**src/rtl/aoi_pkg.sv**
```systemverilog
// aoi_pkg -- shared definitions for the pipelined AND-OR-(INVERT) block.
//
// Holds the default lane width, AND-term count and inversion setting. It also
// holds the reduce function that turns a K*W AND-term vector into the W-bit
// OR (optionally inverted) result. The function works on a fixed maximum-size
// vector, so callers zero-extend their terms and truncate the result to W.
package aoi_pkg;

    localparam int W_DEFAULT   = 4;
    localparam int K_DEFAULT   = 2;
    localparam int INV_DEFAULT = 1;

    // Upper bounds for the reduce helper; W and K must not exceed these.
    localparam int MAX_W     = 64;
    localparam int MAX_K     = 8;
    localparam int MAX_TERMS = MAX_W * MAX_K;
    localparam int IDX_W     = $clog2(MAX_TERMS);

    // Term k of bit i sits at terms[k*w + i]; bits at or above w are left at 0.
    function automatic logic [MAX_W-1:0] aoi_reduce(
        input logic [MAX_TERMS-1:0] terms,
        input int                   w,
        input int                   k,
        input bit                   inv
    );
        logic [MAX_W-1:0] res;
        logic [IDX_W-1:0] idx;
        res = '0;
        idx = '0;
        for (int i = 0; i < MAX_W; i++) begin
            if (i < w) begin
                for (int j = 0; j < MAX_K; j++) begin
                    if (j < k) begin
                        idx    = IDX_W'(j * w + i);
                        res[i] = res[i] | terms[idx];
                    end
                end
                if (inv) begin
                    res[i] = ~res[i];
                end
            end
        end
        return res;
    endfunction

endpackage

```
**src/rtl/aoi_pipe_if.sv**
```systemverilog
// aoi_pipe_if -- valid/ready operand and result bus of aoi_pipe.
//
//   in_valid / in_ready : operand-set handshake (a, b carry K terms of W bits)
//   a, b                : AND inputs; term k occupies bits [k*W +: W]
//   out_valid/out_ready : result handshake
//   y                   : W-bit registered result
//
// The master modport is the producer/consumer environment. The slave modport
// is the pipeline.
interface aoi_pipe_if
    import aoi_pkg::*;
#(
    parameter int W = W_DEFAULT,
    parameter int K = K_DEFAULT
);

    logic           in_valid;
    logic           in_ready;
    logic [K*W-1:0] a;
    logic [K*W-1:0] b;
    logic           out_valid;
    logic           out_ready;
    logic [W-1:0]   y;

    modport master (
        output in_valid, a, b, out_ready,
        input  in_ready, out_valid, y
    );

    modport slave (
        input  in_valid, a, b, out_ready,
        output in_ready, out_valid, y
    );

endinterface

```
**src/rtl/aoi_stage.sv**
```systemverilog
// aoi_stage -- one valid/ready register slice with asynchronous reset.
//
//   clk, rst            : clock, asynchronous active-high reset
//   in_valid, in_data   : upstream item
//   in_ready            : slice can take an item this cycle
//   out_valid, out_data : registered item
//   out_ready           : downstream takes the item this cycle
//
// The slice loads when it is empty or its item leaves in the same cycle.
// Data only changes on an actual load, so idle inputs leave no trace.
module aoi_stage #(
    parameter int DW = 8
) (
    input  logic          clk,
    input  logic          rst,
    input  logic          in_valid,
    output logic          in_ready,
    input  logic [DW-1:0] in_data,
    output logic          out_valid,
    input  logic          out_ready,
    output logic [DW-1:0] out_data
);

    assign in_ready = !out_valid || out_ready;

    always_ff @(posedge clk or posedge rst) begin
        if (rst) begin
            out_valid <= 1'b0;
            out_data  <= '0;
        end else if (in_ready) begin
            out_valid <= in_valid;
            if (in_valid) begin
                out_data <= in_data;
            end
        end
    end

endmodule

```
**src/rtl/aoi_pipe.sv**
```systemverilog
// aoi_pipe -- two-stage pipelined AND-OR-INVERT (or AND-OR) per bit.
//
//   clk, rst : clock, asynchronous active-high reset
//   bus      : aoi_pipe_if slave; operands a/b in, result y out, each side
//              with its own valid/ready handshake
//
// Stage 1 registers the K*W AND terms. Stage 2 registers the OR-reduced,
// optionally inverted W-bit result. The ready signals chain back through the
// slices, so in_ready = !s1_valid | !s2_valid | out_ready.
module aoi_pipe
    import aoi_pkg::*;
#(
    parameter int W   = W_DEFAULT,
    parameter int K   = K_DEFAULT,
    parameter int INV = INV_DEFAULT
) (
    input  logic       clk,
    input  logic       rst,
    aoi_pipe_if.slave  bus
);

    logic [K*W-1:0] terms;
    logic           s1_valid;
    logic           s1_ready;
    logic [K*W-1:0] s1_terms;
    logic [W-1:0]   s2_in;

    assign terms = bus.a & bus.b;
    assign s2_in = W'(aoi_reduce(MAX_TERMS'(s1_terms), W, K, INV != 0));

    aoi_stage #(.DW(K*W)) u_s1 (
        .clk       (clk),
        .rst       (rst),
        .in_valid  (bus.in_valid),
        .in_ready  (bus.in_ready),
        .in_data   (terms),
        .out_valid (s1_valid),
        .out_ready (s1_ready),
        .out_data  (s1_terms)
    );

    aoi_stage #(.DW(W)) u_s2 (
        .clk       (clk),
        .rst       (rst),
        .in_valid  (s1_valid),
        .in_ready  (s1_ready),
        .in_data   (s2_in),
        .out_valid (bus.out_valid),
        .out_ready (bus.out_ready),
        .out_data  (bus.y)
    );

endmodule

```
**src/flat_wrapper.sv**
```systemverilog
// flat-port wrapper written by rule: the top's interface ports become plain ports
module aoi_pipe_flat import aoi_pkg::*;
#(
    parameter int W   = W_DEFAULT,
    parameter int K   = K_DEFAULT,
    parameter int INV = INV_DEFAULT
)
  (clk, rst, bus_in_valid, bus_a, bus_b, bus_out_ready, bus_in_ready, bus_out_valid, bus_y);
  aoi_pipe_if #(.W(W), .K(K)) bus_i ();
  input  logic clk;
  input  logic rst;
  input wire logic [$bits(bus_i.in_valid)-1:0] bus_in_valid;
  input wire logic [$bits(bus_i.a)-1:0] bus_a;
  input wire logic [$bits(bus_i.b)-1:0] bus_b;
  input wire logic [$bits(bus_i.out_ready)-1:0] bus_out_ready;
  output wire logic [$bits(bus_i.in_ready)-1:0] bus_in_ready;
  output wire logic [$bits(bus_i.out_valid)-1:0] bus_out_valid;
  output wire logic [$bits(bus_i.y)-1:0] bus_y;
  assign bus_i.in_valid = bus_in_valid;
  assign bus_i.a = bus_a;
  assign bus_i.b = bus_b;
  assign bus_i.out_ready = bus_out_ready;
  assign bus_in_ready = bus_i.in_ready;
  assign bus_out_valid = bus_i.out_valid;
  assign bus_y = bus_i.y;
  aoi_pipe #(.W(W), .K(K), .INV(INV)) u_core (.clk(clk), .rst(rst), .bus(bus_i));
endmodule
```
**config.mk**
```make
export PLATFORM = sky130hd
export DESIGN_NAME = aoi_pipe_flat
export DESIGN_NICKNAME = d
export VERILOG_FILES = /design/src/rtl/aoi_pkg.sv /design/src/rtl/aoi_pipe_if.sv /design/src/rtl/aoi_stage.sv /design/src/rtl/aoi_pipe.sv /design/src/flat_wrapper.sv
export SDC_FILE = /design/constraint.sdc
export NUM_CORES = 1
export LEC_CHECK = 0
export BUFFER_PORTS_ARGS = -buffer_cell sky130_fd_sc_hd__buf_4
export CORE_MARGIN = 10
export CORE_UTILIZATION = 45
export CTS_CLUSTER_SIZE = 30
export DETAILED_ROUTE_END_ITERATION = 12
export PLACE_DENSITY = 0.76
export SYNTH_ARGS = -nofsm -noshare
export SYNTH_HDL_FRONTEND = slang
export SYNTH_SLANG_ARGS = --single-unit
```
**constraint.sdc**
```tcl
create_clock -name clk -period 1.5 [get_ports clk]
set_input_delay 0.15 -clock clk [delete_from_list [all_inputs] [get_ports clk]]
set_output_delay 0.15 -clock clk [all_outputs]
set_load 0.01 [all_outputs]
```
==> qor.yml <==
fmax_mhz: 764.6
setup_violations: 0
critPathMaxFanout: 9
min_period_ns: 1.308
post-route-period-util_pct: 87.19
rsz0062_at_grt: "false"
die_height_um: 56.38
place_inst: 87
worst-setup-path-type: "reg2out"
vias: 464
area_growth_pct: 41.60
drive_above_1_share_pct: 49.35
synth_nets: 68
grt_overflow_total: 0
p_total_mw: 0.9664
crit_family: "flip-flops"
detail-route-antenna-nets: 0
path_cells: "nand2b_4 > nor2_8 > inv_2 > buf_4"
worst_path_max_delay_cell: "dfrtp_1"
swShare_pct: 26.33
gp_congestion: 0.6840
grt_pass1_wl_um: 2449
p_per_area_nw_per_um2: 1146
endpoint_kind: "primary output"
synthCells: 48
drc: 0
antenna_cells: 0
p_seq_share_pct: 48.4
wl_per_cell_um: 15.24
grt_usage_pct: 9.491
drt_pass1_iterations: 5
fin_skew_ns: 0.004043
drv_cap: 0
rr_startpoint: "u_core.u_s2.out_valid$_DFFE_PP0P_"
cts_tree: "built"
cts_setup_buffers: 0
rows: 13
cts-resized-gates: 0
power_switching_mw: 0.2544
holdCritPathClass: "in2reg"
h-tree-depth: 1
crit_arrival_ns: 1.16
synth_seq_area_share_pct: 58.82
slowest_delay_ns: 0.40
status: "complete, no violations"
initial_core_util_pct: 46.94
core_um2: 1269
grt_start_max_net_pins: 15
ys_ff_latch: 14
min-delay-start: "bus_b[0]"
clock_latency_ns: 0.28
synth_warnings: 0
dp_slack_ns: 0.3977
max-vdd-ir-drop_mv: 0.8004
finalHoldViolCount: 0
finalMaxSlewViolations: 0
grt_pass1_vias: 533
clock_path_buffers: 2
routed_wl_um: 1402
tightest_slew_ns: 0.5326
synth_area_um2: 595.6
p_leak_nw: 0.4059
hold_buffers: 1
cts_buffers: 3
cts_sinks: 14
clk_pin_slew_worst_paths_ns: 0.09
cp_num_buf_inv: 2
syn_area_per_cell_um2: 12.41
dieArea_um2: 3179
ios: 26
die_w_um: 56.38
slew-limit-headroom_pct: 64.45
synth_cell_types: 13
fin_tns_setup_ns: 0
final_common_cell: "buf_4"
start_kind: "flip-flop"
antenna_found_initial: 0
p_clk_share_pct: 28.5
startpoint: "u_core.u_s2.out_valid$_DFFE_PP0P_"
nNetsFinal: 98
fin_cells: 92
fill_cells: 111
p_comb_share_pct: 23.0
final_cell_mix: "25 x buf_4, 14 x dfrtp_1, 8 x nand3_1, 8 x o2bb2ai_1"
hold-worst-slack_ns: 0.1183
clock-root-buffer: "clkbuf_4"
p_int_mw: 0.7120
dp_hpwl_um: 1113
portBuffers: 25
drt_iter0_drc: 8
viasPerCell: 5.043
fin_ws_ns: 0.1921
cp.required_ns: 1.35
[worst paths after layout]
| check | slack (ns) | endpoint | depth (start not counted) |
|---|---|---|---|
| max | 0.19 | bus_in_ready | 4 |
| min | 0.12 | u_core.u_s1.out_data[0]$_DFFE_PP0P_ | 3 |
| max reg2reg | 0.40 | u_core.u_s2.out_data[1]$_DFFE_PP0P_ | 3 |
| min reg2reg | 0.50 | u_core.u_s1.out_data[7]$_DFFE_PP0P_ | 1 |
| max in group asynchronous | 0.68 | u_core.u_s1.out_data[1]$_DFFE_PP0P_ | 3 |
| min in group asynchronous | 0.46 | u_core.u_s1.out_data[6]$_DFFE_PP0P_ | 3 |
[cell type report]
| cell class | count | area [um^2] | share of cell area [%] |
|---|---|---|---|
| flip-flops and latches | 14 | 350.3 | 41.54 |
| multi-input cells | 30 | 229.0 | 27.15 |
| repair buffers | 26 | 197.7 | 23.44 |
| clock buffers | 4 | 36.28 | 4.303 |
| well taps | 15 | 18.77 | 2.226 |
| inverters | 3 | 11.26 | 1.335 |
[state kept, by name, summed over array words and instances, names as in the netlist]
name,count
u_core.u_s2.out_data,4
u_core.u_s2.out_valid,1
u_core.u_s1.out_data,8
u_core.u_s1.out_valid,1
[synthesized netlist by cell type (all sizes together)]
cell     number  area share (%)
buf           1            0.84
o2bb2ai       8              12
nand2         3             3.2
nand2b        2             3.4
inv           3             1.9
dfrtp        14              59
mux2          4             7.6
nor2          5             5.9
nand3         8             6.7
[cells by family after synthesis]
kind of cell | Yosys count | share of synthesized area [%]
DFF | 14 | 58.82
AOI/OAI and AO/OA | 8 | 11.77
and+or+nand+nor | 18 | 19.12
buffers and inverters | 4 | 2.730
muxes | 4 | 7.562
[routing by layer]
layer	routed length, um	part of all wire [%]	global-route usage, %
met1	571	41	9.756
met2	703	50	15.85
met3	105	7.5	4.045
met4	22	1.6	5.155
met5	0	0	0
[per-stage QoR]
| step | utilization (%) | instance area, um^2 |
|---|---|---|
| 6_report | 66.47 | 843.3 |
| 5_1_grt | 66.47 | 843.3 |
| 4_1_cts | 66.47 | 843.3 |
| 3_5_place_dp | 62.82 | 797.0 |
| 3_3_place_gp | 62.82 | 797.0 |
| 2_1_floorplan | - | 595.6 |
[worst register-to-register path, stage by stage, from the launching register on]
cell and delay (ns):
dfrtp_1 0.40, nand2b_4 0.09, nand2_1 0.16, mux2_2 0.35
[power by group through the flow]
stage | logic (mW) | registers (mW) | clock network [mW]
final | 0.223 | 0.468 | 0.276
after global routing | 0.249 | 0.478 | 0.291
after CTS | 0.228 | 0.468 | 0.274
after detailed placement | 0.225 | 0.476 | 0
after global placement | 0.221 | 0.475 | 0
after floorplan | 0.0993 | 0.485 | 0
No activity file was read; power rests on OpenSTA's default activity.
